**config.mk**
```make
export PLATFORM = sky130hd
export DESIGN_NAME = uart_receiver
export DESIGN_NICKNAME = d
export VERILOG_FILES = /design/src/rtl/uart_pkg.sv /design/src/rtl/uart_sync2.sv /design/src/rtl/uart_receiver.sv
export SDC_FILE = /design/constraint.sdc
export NUM_CORES = 1
export LEC_CHECK = 0
export BUFFER_PORTS_ARGS = -buffer_cell sky130_fd_sc_hd__buf_4
export CAP_MARGIN = 20
export CORE_MARGIN = 8
export CORE_UTILIZATION = 56
export CTS_CLUSTER_DIAMETER = 50
export DETAILED_ROUTE_END_ITERATION = 8
export GPL_TIMING_DRIVEN = 0
export PLACE_DENSITY_LB_ADDON = 0.12
export REMOVE_ABC_BUFFERS = 1
export SKIP_LAST_GASP = 1
export SYNTH_ARGS = -nofsm -noshare
export SYNTH_HDL_FRONTEND = slang
export SYNTH_SLANG_ARGS = --single-unit
```
**constraint.sdc**
```tcl
create_clock -name clk -period 2.2 [get_ports clk]
set_input_delay 0.22 -clock clk [delete_from_list [all_inputs] [get_ports clk]]
set_output_delay 0.22 -clock clk [all_outputs]
set_load 0.03 [all_outputs]
```
**src/rtl/uart_pkg.sv**
```systemverilog
// +--------------------------------------------------------------------------+
// | uart_pkg: constants and receiver state type shared by UART RX and TX.     |
// | Revision: 1.0                                                             |
// +--------------------------------------------------------------------------+
`default_nettype none

package uart_pkg;

  localparam int UART_OVERSAMPLE = 16;
  localparam int UART_DATA_BITS  = 8;

  typedef enum logic [2:0] {
    RX_IDLE   = 3'd0,
    RX_START  = 3'd1,
    RX_DATA   = 3'd2,
`ifdef UART_RX_PARITY_EN
    RX_PARITY = 3'd3,
`endif
    RX_STOP   = 3'd4
  } uart_rx_state_t;

endpackage

`default_nettype wire

```
**src/rtl/uart_sync2.sv**
```systemverilog
// +--------------------------------------------------------------------------+
// | uart_sync2: two-flop synchronizer for an asynchronous input.              |
// | Revision: 1.0                                                             |
// +--------------------------------------------------------------------------+
`default_nettype none

module uart_sync2 #(
  parameter logic RST_VAL = 1'b1
) (
  input  logic clk,
  input  logic rst,
  input  logic i_async,
  output logic o_sync
);

  logic r_meta;
  logic r_sync;

  always_ff @(posedge clk) begin
    if (rst) begin
      r_meta <= RST_VAL;
      r_sync <= RST_VAL;
    end else begin
      r_meta <= i_async;
      r_sync <= r_meta;
    end
  end

  assign o_sync = r_sync;

endmodule

`default_nettype wire

```
**src/rtl/uart_receiver.sv**
```systemverilog
// +--------------------------------------------------------------------------+
// | uart_receiver: oversampled UART receive path (8N1 by default).            |
// | Optional parity bit and parity_err strobe with UART_RX_PARITY_EN.         |
// | Revision: 1.0                                                             |
// +--------------------------------------------------------------------------+
`default_nettype none

module uart_receiver
  import uart_pkg::*;
#(
  parameter int DATA_BITS  = UART_DATA_BITS,
  parameter int OVERSAMPLE = UART_OVERSAMPLE
`ifdef UART_RX_PARITY_EN
  , parameter bit PARITY_ODD = 1'b0
`endif
) (
  input  logic                 clk,
  input  logic                 rst,
  input  logic                 rx_tick,
  input  logic                 rxd,
  output logic [DATA_BITS-1:0] data,
  output logic                 data_valid,
  output logic                 framing_err,
  output logic                 busy
`ifdef UART_RX_PARITY_EN
  , output logic               parity_err
`endif
);

  localparam int c_tick_w = $clog2(OVERSAMPLE);
  localparam int c_bit_w  = (DATA_BITS > 1) ? $clog2(DATA_BITS) : 1;
  localparam logic [c_tick_w-1:0] c_tick_mid  = c_tick_w'(OVERSAMPLE / 2 - 1);
  localparam logic [c_tick_w-1:0] c_tick_last = c_tick_w'(OVERSAMPLE - 1);
  localparam logic [c_bit_w-1:0]  c_bit_last  = c_bit_w'(DATA_BITS - 1);

  logic                 w_rxs;
  uart_rx_state_t       r_state;
  logic [c_tick_w-1:0]  r_tick_cnt;
  logic [c_bit_w-1:0]   r_bit_cnt;
  logic [DATA_BITS-1:0] r_shift;
  logic [DATA_BITS-1:0] r_data;
  logic                 r_data_valid;
  logic                 r_framing_err;
`ifdef UART_RX_PARITY_EN
  logic                 r_parity_bit;
  logic                 r_parity_err;
`endif

  uart_sync2 #(.RST_VAL(1'b1)) u_sync (
    .clk     (clk),
    .rst     (rst),
    .i_async (rxd),
    .o_sync  (w_rxs)
  );

  always_ff @(posedge clk) begin
    if (rst) begin
      r_state       <= RX_IDLE;
      r_tick_cnt    <= '0;
      r_bit_cnt     <= '0;
      r_shift       <= '0;
      r_data        <= '0;
      r_data_valid  <= 1'b0;
      r_framing_err <= 1'b0;
`ifdef UART_RX_PARITY_EN
      r_parity_bit  <= 1'b0;
      r_parity_err  <= 1'b0;
`endif
    end else begin
      // Result strobes are single-cycle regardless of tick spacing.
      r_data_valid  <= 1'b0;
      r_framing_err <= 1'b0;
`ifdef UART_RX_PARITY_EN
      r_parity_err  <= 1'b0;
`endif
      if (rx_tick) begin
        case (r_state)
          RX_IDLE: begin
            if (!w_rxs) begin
              r_state    <= RX_START;
              r_tick_cnt <= '0;
            end
          end
          RX_START: begin
            r_tick_cnt <= r_tick_cnt + 1'b1;
            if (r_tick_cnt == c_tick_mid) begin
              r_tick_cnt <= '0;
              r_bit_cnt  <= '0;
              r_state    <= w_rxs ? RX_IDLE : RX_DATA;
            end
          end
          RX_DATA: begin
            r_tick_cnt <= r_tick_cnt + 1'b1;
            if (r_tick_cnt == c_tick_last) begin
              r_shift <= {w_rxs, r_shift[DATA_BITS-1:1]};
              if (r_bit_cnt == c_bit_last) begin
`ifdef UART_RX_PARITY_EN
                r_state <= RX_PARITY;
`else
                r_state <= RX_STOP;
`endif
              end else begin
                r_bit_cnt <= r_bit_cnt + 1'b1;
              end
            end
          end
`ifdef UART_RX_PARITY_EN
          RX_PARITY: begin
            r_tick_cnt <= r_tick_cnt + 1'b1;
            if (r_tick_cnt == c_tick_last) begin
              r_parity_bit <= w_rxs;
              r_state      <= RX_STOP;
            end
          end
`endif
          RX_STOP: begin
            r_tick_cnt <= r_tick_cnt + 1'b1;
            if (r_tick_cnt == c_tick_last) begin
              r_data        <= r_shift;
              r_data_valid  <= w_rxs;
              r_framing_err <= !w_rxs;
`ifdef UART_RX_PARITY_EN
              r_parity_err  <= ((^r_shift) ^ r_parity_bit) != PARITY_ODD;
`endif
              r_state       <= RX_IDLE;
            end
          end
          default: r_state <= RX_IDLE;
        endcase
      end
    end
  end

  assign data        = r_data;
  assign data_valid  = r_data_valid;
  assign framing_err = r_framing_err;
  assign busy        = (r_state != RX_IDLE);
`ifdef UART_RX_PARITY_EN
  assign parity_err  = r_parity_err;
`endif

endmodule

`default_nettype wire

```
==> flow_metrics.tcl, run 1 <==
set metrics [dict create \
    dp.final_hpwl_um 1790 \
    power.share.sequential_pct 55.4 \
    ys_ff_latch 30 \
    io-pin-count 15 \
    worst_ir_drop_vdd_mv 0.467 \
    min_period_ns 1.81 \
    worst_slew_pin_slew_ns 0.411 \
    pin_count_of_the_biggest_net_entering_global_routing 33 \
    cts_tree "built" \
    cts-root-buf "sky130_fd_sc_hd__clkbuf_4" \
    floorplan.initialDensity_pct 57.8 \
    max-cap-violations 0 \
    route.vias.total 994 \
    end_kind "register" \
    placementRows 18 \
    numPlacedInstances 170 \
    status "finished clean" \
    grt_pass1_wl_um 4170 \
    antenna_cells 0 \
    worstSetupStartpointType "register" \
    cts_sinks 30 \
    totalPowerFinal_mw 0.996 \
    postCtsResizedCells 0 \
    clkTransAtPathRegs_ns 0.09 \
    postSynth.asyncResetShare_pct 0 \
    finalWeightedCongestion 0.775 \
    worst-path-max-fanout 3 \
    rsz0062_at_grt "false" \
    numCtsBuffers 5 \
    ys_seq_area_share_pct 43.1 \
    final-seq-area_um2 601 \
    share_clk_of_total_power_pct 39.6 \
    area.growth.synth_to_final_pct 12.8 \
    final_cells 178 \
    report.final.slew_viol_count 0 \
    fin_skew_ns 0.00474 \
    grt_resource_usage_total_pct 12.5 \
    worst-endpoint-arrival_ns 2.02 \
    multiInputGateArea_um2 751 \
    postRouteAntennaNets 0 \
    finalWorstSetupSlack_ns 0.390 \
    timing.slew.headroom_pct 72.5 \
    core_area_um2 2410 \
    post_route_setup_tns_ns 0 \
    post_drt_wl_per_cell_um 13.7 \
    nNetsFinal 154 \
    synth_largest_type_area_fraction_pct 43.1 \
    synth_edf_count 0 \
    finalSetupViolCount 0 \
    clock_tree.htree_level_count 2 \
    clock_latency_ns 0.32 \
    grt_antenna_before_repair 0 \
    cts_setup_buffers 0 \
    totalWireLength_um 2440 \
    hold_ws_ns 0.0847 \
    die_area_um2 4340 \
    numPortBuffers 14 \
    main_flop_type_after_synthesis "sky130_fd_sc_hd__dfxtp_1" \
    postSynthAreaPerCell_um2 10.5 \
    dp_slack_ns 0.396 \
    ctsHoldBuffers 0 \
    layout-drive-gt1-share_pct 25.0 \
    post-route-period-util_pct 82.3 \
    power-per-cell-area_nw_per_um2 633 \
    first_iter_violations 38 \
    crit_required_ns 2.41 \
    yosys_warnings 0 \
    total_leakage_power_nw 0.644 \
    post_synth_instance_area_um2 1390 \
    synth_top_cell_by_area "sky130_fd_sc_hd__dfxtp_1" \
    routed_via_density 5.58 \
    fmaxAchievable_mhz 553 \
    die_w_um 65.9 \
    p_sw_share_pct 21.1 \
    combinational_group_share_of_total_power_pct 5.0 \
    synth.top_cells.by_area "sky130_fd_sc_hd__dfxtp_1 (43%), sky130_fd_sc_hd__mux2i_1 (13%), sky130_fd_sc_hd__nor2_1 (5.1%), sky130_fd_sc_hd__nor2_8 (2.9%), sky130_fd_sc_hd__ha_1 (2.7%)" \
    hold_violation_total_from_the_final_report 0 \
    criticalPathCategory "reg2reg" \
    final.fill_count 179 \
    cell_internal_pwr_mw 0.785 \
    min_path_type "in2reg" \
    dieHeight_um 65.9 \
    cts.path.max_buffers 2 \
    syn_inst 133 \
    drt_first_pass_iters 3 \
    drc_errors 0 \
    synth.distinct_cells 45 \
    net-switching-power_mw 0.210 \
    first_global_vias 979 \
    globalRoute.totalOverflow 0 \
]
## routing by layer
metal | GRT usage, % | up-vias | part of all wire [%]
met5 | 0 | - | 0
met4 | 7.36 | 0 | 1.8
met3 | 5.25 | 6 | 4.9
met2 | 21.3 | 14 | 52
met1 | 12.5 | 472 | 41
li1 | - | 502 | -
## cell families (layout without fill, tap and decap cells)
kind of cell / after synthesis / after routing / synth area share (%)
AOI/OAI and AO/OA: 14 / 14 / 7.63
xor gates and xnor gates: 2 / 2 / 1.26
adders and majority gates: 3 / 3 / 2.69
buffers and inverters: 7 / 22 / 3.05
DFF: 30 / 30 / 43.1
muxes: 20 / 20 / 14.5
and+or+nand+nor: 57 / 57 / 27.7
## critical path, cell delays in order, from the launching register on
cell	delay [ns]
sky130_fd_sc_hd__dfxtp_1	0.33
sky130_fd_sc_hd__ha_1	0.20
sky130_fd_sc_hd__ha_1	0.23
sky130_fd_sc_hd__and2_1	0.18
sky130_fd_sc_hd__o41ai_1	0.33
sky130_fd_sc_hd__a21oi_2	0.11
sky130_fd_sc_hd__mux2_1	0.33
## state kept, by name, indices dropped and copies added (netlist names)
register	flops
data	8
data_valid	1
framing_err	1
r_bit_cnt	3
r_shift	8
r_state	3
r_tick_cnt	4
u_sync.o_sync	1
u_sync.r_meta	1
## path summary, 6_finish.rpt
check | from | cells after the start | slack, ns | end
hold / removal | rxd | 2 | 0.08 | u_sync.r_meta$_SDFF_PP1_
setup reg to reg | r_bit_cnt[0]$_SDFFE_PP0P_ | 6 | 0.39 | r_state[2]$_SDFFE_PP0P_
hold reg to reg | u_sync.r_meta$_SDFF_PP1_ | 1 | 0.43 | u_sync.o_sync$_SDFF_PP1_
setup / recovery | r_bit_cnt[0]$_SDFFE_PP0P_ | 6 | 0.39 | r_state[2]$_SDFFE_PP0P_
## area by class of cell
type                            instances  area share (%)
Multi-Input combinational cell         96            47.7
Sequential cell                        30            38.2
Timing Repair Buffer                   14            6.68
Clock buffer                            8            5.01
Tap cell                               30            2.39
## synth_stat cells, types with 2 or more instances
cell	n
sky130_fd_sc_hd__nor2_1	19
sky130_fd_sc_hd__dfxtp_1	30
sky130_fd_sc_hd__nor2_8	2
sky130_fd_sc_hd__a31oi_1	2
sky130_fd_sc_hd__nand3_1	6
sky130_fd_sc_hd__ha_1	3
sky130_fd_sc_hd__clkbuf_1	3
sky130_fd_sc_hd__nand2_1	4
sky130_fd_sc_hd__a21oi_1	3
sky130_fd_sc_hd__or2_2	2
sky130_fd_sc_hd__buf_4	2
sky130_fd_sc_hd__nand3b_1	2
sky130_fd_sc_hd__or3b_4	2
sky130_fd_sc_hd__nand2b_1	4
sky130_fd_sc_hd__mux2i_1	18
sky130_fd_sc_hd__a22o_1	2
## cells in the final DEF, fill, tap and decap left out, types with 3 or more instances in the layout
master                     instances
sky130_fd_sc_hd__a21oi_1           3
sky130_fd_sc_hd__dfxtp_1          30
sky130_fd_sc_hd__nand3_1           6
sky130_fd_sc_hd__ha_1              3
sky130_fd_sc_hd__nor2_1           19
sky130_fd_sc_hd__buf_4            14
sky130_fd_sc_hd__mux2i_1          18
sky130_fd_sc_hd__clkbuf_8          3
sky130_fd_sc_hd__nand2b_1          4
sky130_fd_sc_hd__nand2_1           4
sky130_fd_sc_hd__clkbuf_4          5
## per-stage QoR
step | utilization, % | area, um2
floorplan | - | 1350
global placement | 62.0 | 1490
detailed placement | 62.0 | 1490
CTS | 65.3 | 1570
global route | 65.3 | 1570
finish | 65.3 | 1570
## power groups by stage
stage / registers (mW) / logic [mW] / clock network [mW]
floorplan: 0.563 / 0.0300 / 0
global placement: 0.564 / 0.0482 / 0
detailed placement: 0.565 / 0.0493 / 0
CTS: 0.552 / 0.0495 / 0.411
global route: 0.553 / 0.0534 / 0.439
finish: 0.552 / 0.0495 / 0.394
Power figures use the tool's default switching activity.
==> inputs of run 2 (changes only) <==
--- a/config.mk
+++ b/config.mk
@@ -5,10 +5,11 @@
 export SDC_FILE = /design/constraint.sdc
 export NUM_CORES = 1
 export LEC_CHECK = 0
+export ABC_AREA = 1
 export BUFFER_PORTS_ARGS = -buffer_cell sky130_fd_sc_hd__buf_4
 export CAP_MARGIN = 20
 export CORE_MARGIN = 8
-export CORE_UTILIZATION = 56
+export CORE_UTILIZATION = 50
 export CTS_CLUSTER_DIAMETER = 50
 export DETAILED_ROUTE_END_ITERATION = 8
 export GPL_TIMING_DRIVEN = 0
==> constraint.sdc (replaced) <==
create_clock -name clk -period 1.59 [get_ports clk]
set_input_delay 0.159 -clock clk [delete_from_list [all_inputs] [get_ports clk]]
set_output_delay 0.159 -clock clk [all_outputs]
set_load 0.03 [all_outputs]
==> run 2 against run 1 <==
  * Synthesized cell count up 30%
  * Final cell count up 26%
  * Register-to-register slack worse by 0.25 ns
  * Worst setup slack worse by 0.25 ns
  * Utilization down 3.4 points
  * Critical endpoint is now data[3]$_SDFFE_PP0P_
  * Count of clock-buffer cells in the layout down 2
==> flow_metrics.tcl, run 2 <==
set metrics [dict create \
    status "finished clean" \
    crit_path_cell_trace "ha_2, nand2_2, inv_2, nand2_2, nor3_4, buf_6, o21ai_0, nor2_1" \
    synth_most_common_cell "sky130_fd_sc_hd__nor2_1" \
    timing.slew.headroom_pct 59.2 \
    worstPathBufferInverterCount 2 \
    synth_largest_type_area_fraction_pct 46.0 \
    placementRows 18 \
    cts_tree "built" \
    drt_first_pass_iters 4 \
    post_drt_wl_per_cell_um 11.4 \
    report.final.slew_viol_count 0 \
    worst-endpoint-arrival_ns 1.71 \
    hold_ws_ns 0.0233 \
    cp_top_family "simple AND/OR/NAND/NOR gates" \
    post-route-period-util_pct 91.1 \
    area.growth.synth_to_final_pct 17.3 \
    fin_skew_ns 0.0160 \
    postSynthAreaPerCell_um2 7.55 \
    synth.distinct_cells 22 \
    numPortBuffers 14 \
    globalRoute.totalOverflow 0 \
    postRouteAntennaNets 0 \
    min_path_type "in2reg" \
    detailed_place.area_um2 1430 \
    criticalPathCategory "reg2reg" \
    cts-root-buf "sky130_fd_sc_hd__clkbuf_4" \
    fmaxAchievable_mhz 691 \
    nNetsFinal 203 \
    synth.top_cells.by_area "sky130_fd_sc_hd__dfxtp_1 (46%), sky130_fd_sc_hd__nor2_1 (13%), sky130_fd_sc_hd__o21ai_0 (7.7%), sky130_fd_sc_hd__nand2_1 (6.6%), sky130_fd_sc_hd__inv_1 (4.9%)" \
    synth_edf_count 0 \
    syn_inst 173 \
    layout-drive-gt1-share_pct 22.6 \
    synth_top_cell_by_area "sky130_fd_sc_hd__dfxtp_1" \
    antenna_cells 0 \
    postLayoutCellArea_um2 1530 \
    most-common-layout-cells "sky130_fd_sc_hd__nor2_1 (46), sky130_fd_sc_hd__dfxtp_1 (28), sky130_fd_sc_hd__nand2_1 (21)" \
    min_period_ns 1.45 \
    dieHeight_um 67.1 \
    yosys_warnings 0 \
    synth.top_cells.by_count "sky130_fd_sc_hd__nor2_1 (46), sky130_fd_sc_hd__dfxtp_1 (30), sky130_fd_sc_hd__nand2_1 (23)" \
    postSynth.asyncResetShare_pct 0 \
    worst_ir_drop_vdd_mv 1.00 \
    floorplan.initialDensity_pct 52.7 \
    max-cap-violations 0 \
    drc_errors 0 \
    total_leakage_power_nw 0.790 \
    pin_count_of_the_biggest_net_entering_global_routing 25 \
    core_area_um2 2480 \
    worst_path_most_repeated_cell "sky130_fd_sc_hd__nand2_2" \
    route.vias.total 1104 \
    ys_seq_area_share_pct 46.0 \
    mostFrequentLayoutCell "sky130_fd_sc_hd__nor2_1" \
    worst_slew_pin_slew_ns 0.612 \
    final_cells 225 \
    crit_required_ns 1.85 \
    grt_antenna_before_repair 0 \
    power-per-cell-area_nw_per_um2 1490 \
    post_route_setup_tns_ns 0 \
    worstSetupStartpointType "register" \
    rsz0062_at_grt "false" \
    ys_ff_latch 30 \
    cp_slowest_stage_delay_ns 0.36 \
    post_synth_instance_area_um2 1310 \
    finalSetupViolCount 0 \
    die_w_um 67.1 \
    cts_sinks 30 \
    numCtsBuffers 5 \
    first_global_vias 1023 \
    first_iter_violations 40 \
    routed_via_density 4.91 \
    clkTransAtPathRegs_ns 0.10 \
    clock_tree.htree_level_count 2 \
    grt_resource_usage_total_pct 12.0 \
    hold_violation_total_from_the_final_report 0 \
    clock_latency_ns 0.33 \
    totalWireLength_um 2560 \
    io-pin-count 15 \
    worst-path-max-fanout 5 \
    regToRegSetupSlack_ns 0.14 \
    dp.final_hpwl_um 1770 \
    end_kind "register" \
    ctsHoldBuffers 0 \
    grt_pass1_wl_um 4150 \
    standard_cell_with_the_maximum_stage_delay_on_the_critical_path "sky130_fd_sc_hd__dfxtp_2" \
    die_area_um2 4500 \
    totalPowerFinal_mw 2.28 \
    cts.path.max_buffers 2 \
    final.fill_count 242 \
    main_flop_type_after_synthesis "sky130_fd_sc_hd__dfxtp_1" \
    finalWeightedCongestion 0.845 \
    numPlacedInstances 215 \
]
[run 2: area by class of cell]
type | instances | area [um2] | area share (%)
Clock buffer | 6 | 51.3 | 3.35
Sequential cell | 30 | 603 | 39.3
Timing Repair Buffer | 18 | 143 | 9.31
Multi-Input combinational cell | 122 | 624 | 40.7
Inverter | 19 | 73.8 | 4.82
Tap cell | 30 | 37.5 | 2.45
[run 2: per-stage QoR]
stage | setup slack (ns) | utilization (%)
after detailed placement | -0.0484 | 57.9
after global placement | -0.0241 | 57.9
after floorplan | 0.228 | -
final | 0.142 | 61.9
after global routing | 0.0223 | 61.9
after CTS | -0.00444 | 61.2
[run 2: timing repair]
action                                  4_1_cts  5_1_grt
resized for setup                             0        8
buffers inserted                              4        0
endpoints found under the setup margin       15       21
pin swaps                                     2        3
[run 2: metal layers]
layer / share of wire, % / GRT usage [%] / vias up
li1: - / - / 592
met1: 49 / 13.6 / 495
met2: 46 / 19.1 / 13
met3: 3.8 / 5.37 / 4
met4: 0.98 / 5.48 / 0
met5: 0 / 0 / -
[run 2: cells by family (layout without fill, tap and decap cells)]
group	count (synthesis)	after routing	synth area share, %
simple gates	92	92	33.5
buf+inv	21	43	6.80
xor+xnor	1	1	0.671
compound gates	26	26	10.2
flops	30	30	46.0
fa+ha+maj	3	3	2.87
[run 2: worst paths after layout]
check	start	to	depth (start not counted)
min	rxd	u_sync.r_meta$_SDFF_PP1_	2
max reg2reg	r_tick_cnt[0]$_SDFFE_PP0P_	data[3]$_SDFFE_PP0P_	8
min reg2reg	u_sync.r_meta$_SDFF_PP1_	u_sync.o_sync$_SDFF_PP1_	1
max	r_tick_cnt[0]$_SDFFE_PP0P_	data[3]$_SDFFE_PP0P_	8
[run 2: report_power, final]
part	total (mW)	internal (mW)	switching (mW)	leakage (nW)
clock network	0.449	0.199	0.250	0.0302
registers	0.930	0.835	0.0955	0.244
logic	0.904	0.310	0.594	0.516
==> inputs of run 3 (changes only) <==
--- a/config.mk
+++ b/config.mk
@@ -13,8 +13,9 @@
 export CTS_CLUSTER_DIAMETER = 50
 export DETAILED_ROUTE_END_ITERATION = 8
 export GPL_TIMING_DRIVEN = 0
-export PLACE_DENSITY_LB_ADDON = 0.12
+export PLACE_DENSITY = 0.82
 export REMOVE_ABC_BUFFERS = 1
+export SETUP_SLACK_MARGIN = 0.02
 export SKIP_LAST_GASP = 1
 export SYNTH_ARGS = -nofsm -noshare
 export SYNTH_HDL_FRONTEND = slang
==> run 3 against run 2 <==
  * Flip-flop and latch count unchanged
  * Sequential share of layout area fell by 0.82 points
  * Largest cell class unchanged
  * Non-clock buffer count unchanged
  * Highest routed layer unchanged
  * Global-route usage is 1.6 points higher
==> flow_metrics.tcl, run 3 (synthesis results as in run 2) <==
set metrics [dict create \
    ff2ff_path_depth 9 \
    power-per-cell-area_nw_per_um2 1570 \
    cts.path.max_buffers 2 \
    totalWireLength_um 2650 \
    regToRegSetupSlack_ns 0.14 \
    rsz0062_at_grt "false" \
    worst_slew_pin_slew_ns 0.601 \
    pin_count_of_the_biggest_net_entering_global_routing 25 \
    cts-root-buf "sky130_fd_sc_hd__clkbuf_4" \
    worst_setup_path_startpoint "r_tick_cnt[0]$_SDFFE_PP0P_" \
    first_iter_violations 62 \
    clock_tree.htree_level_count 2 \
    clkTransAtPathRegs_ns 0.10 \
    worst-path-max-fanout 10 \
    cts_sinks 30 \
    end_kind "register" \
    max-cap-violations 0 \
    io-pin-count 15 \
    min_delay_path_depth 2 \
    route.vias.total 1152 \
    dp.final_hpwl_um 1850 \
    worstSetupStartpointType "register" \
    timing.slew.headroom_pct 59.9 \
    fmaxAchievable_mhz 689 \
    drc_errors 0 \
    status "finished clean" \
    worst_r2r_startpoint "r_tick_cnt[0]$_SDFFE_PP0P_" \
    nNetsFinal 203 \
    core_area_um2 2480 \
    postLayoutCellArea_um2 1570 \
    post-route-period-util_pct 91.3 \
    finalWeightedCongestion 0.801 \
    numPortBuffers 14 \
    dieHeight_um 67.1 \
    worst-endpoint-arrival_ns 1.68 \
    die_area_um2 4500 \
    floorplan.initialDensity_pct 52.7 \
    first_global_vias 1130 \
    detailed_place.area_um2 1430 \
    grt_antenna_before_repair 0 \
    r2r_end "data[7]$_SDFFE_PP0P_" \
    grt_resource_usage_total_pct 13.7 \
    postRouteAntennaNets 0 \
    layout-drive-gt1-share_pct 21.3 \
    globalRoute.totalOverflow 0 \
    area.growth.synth_to_final_pct 19.8 \
    critPathCapture "data[7]$_SDFFE_PP0P_" \
    fin_skew_ns 0.00688 \
    grt_pass1_wl_um 4730 \
    finalSetupViolCount 0 \
    totalPowerFinal_mw 2.45 \
    criticalPathCategory "reg2reg" \
    hold_violation_total_from_the_final_report 0 \
    routed_via_density 5.07 \
    crit_required_ns 1.82 \
    total_leakage_power_nw 0.811 \
    numCtsBuffers 5 \
    hold_ws_ns 0.0234 \
    most-common-layout-cells "sky130_fd_sc_hd__nor2_1 (46), sky130_fd_sc_hd__dfxtp_1 (28), sky130_fd_sc_hd__nand2_1 (22)" \
    worst_ir_drop_vdd_mv 1.13 \
    post_drt_wl_per_cell_um 11.7 \
    drt_first_pass_iters 5 \
    clock_latency_ns 0.34 \
    die_w_um 67.1 \
    min_path_type "in2reg" \
    placementRows 18 \
    min_period_ns 1.45 \
    report.final.slew_viol_count 0 \
    cts_tree "built" \
    mostFrequentLayoutCell "sky130_fd_sc_hd__nor2_1" \
    antenna_cells 0 \
]
run 3: cell type report:
type / instances / area, um2
inverters: 19 / 73.8
repair buffers: 18 / 154
fillers: 220 / 912
flip-flops and latches: 30 / 603
well taps: 30 / 37.5
clock inverters: 3 / 40.0
multi-input cells: 122 / 619
clock buffers: 5 / 37.5
run 3: worst min path at each step:
| stage | start | end | slack (ns) |
|---|---|---|---|
| floorplan | rst | r_bit_cnt[1]$_SDFFE_PP0P_ | 0.23 |
| global placement | rxd | u_sync.r_meta$_SDFF_PP1_ | 0.35 |
| detailed placement | rxd | u_sync.r_meta$_SDFF_PP1_ | 0.36 |
| CTS | rxd | u_sync.r_meta$_SDFF_PP1_ | 0.003 |
| global route | rst | r_bit_cnt[2]$_SDFFE_PP0P_ | 0.02 |
| finish | rst | data_valid$_SDFF_PP0_ | 0.02 |
run 3: routing by layer:
layer / global-route usage (%) / vias up / part of all wire [%]
li1: - / 596 / -
met1: 15.1 / 520 / 43
met2: 22.3 / 32 / 51
met3: 5.87 / 4 / 4.9
met4: 6.27 / 0 / 1.2
met5: 0 / - / 0
run 3: power by group:
part           internal, mW  switching (mW)
registers             0.835           0.101
clock network         0.325           0.266
logic                 0.310           0.614
total                  1.47           0.980
run 3: what timing repair did:
action / in CTS / in global routing
pin swaps: 2 / 2
endpoints found under the hold margin: 0 / 1
setup buffers: 3 / 0
hold buffers: 0 / 1
gates resized for setup: 0 / 4
endpoints found under the setup margin: 16 / 21
run 3: worst max-delay path, stage by stage (launching register included):
cell,delay [ns]
sky130_fd_sc_hd__dfxtp_2,0.36
sky130_fd_sc_hd__ha_1,0.17
sky130_fd_sc_hd__nand2_1,0.09
sky130_fd_sc_hd__inv_1,0.10
sky130_fd_sc_hd__nand2_2,0.10
sky130_fd_sc_hd__nor3_4,0.16
sky130_fd_sc_hd__buf_12,0.15
sky130_fd_sc_hd__inv_4,0.06
sky130_fd_sc_hd__nor2_1,0.09
sky130_fd_sc_hd__nor2_1,0.06
run 3: stage by stage:
stage          cells  setup slack [ns]    TNS, ns  utilization [%]
3_5_place_dp     215           -0.0231    -0.0895             57.9
3_3_place_gp     215         -0.000189  -0.000189             57.9
5_1_grt          227            0.0219          0             63.2
6_report         227             0.138          0             63.2
2_1_floorplan    171             0.228          0                -
4_1_cts          226           0.00985          0             62.4
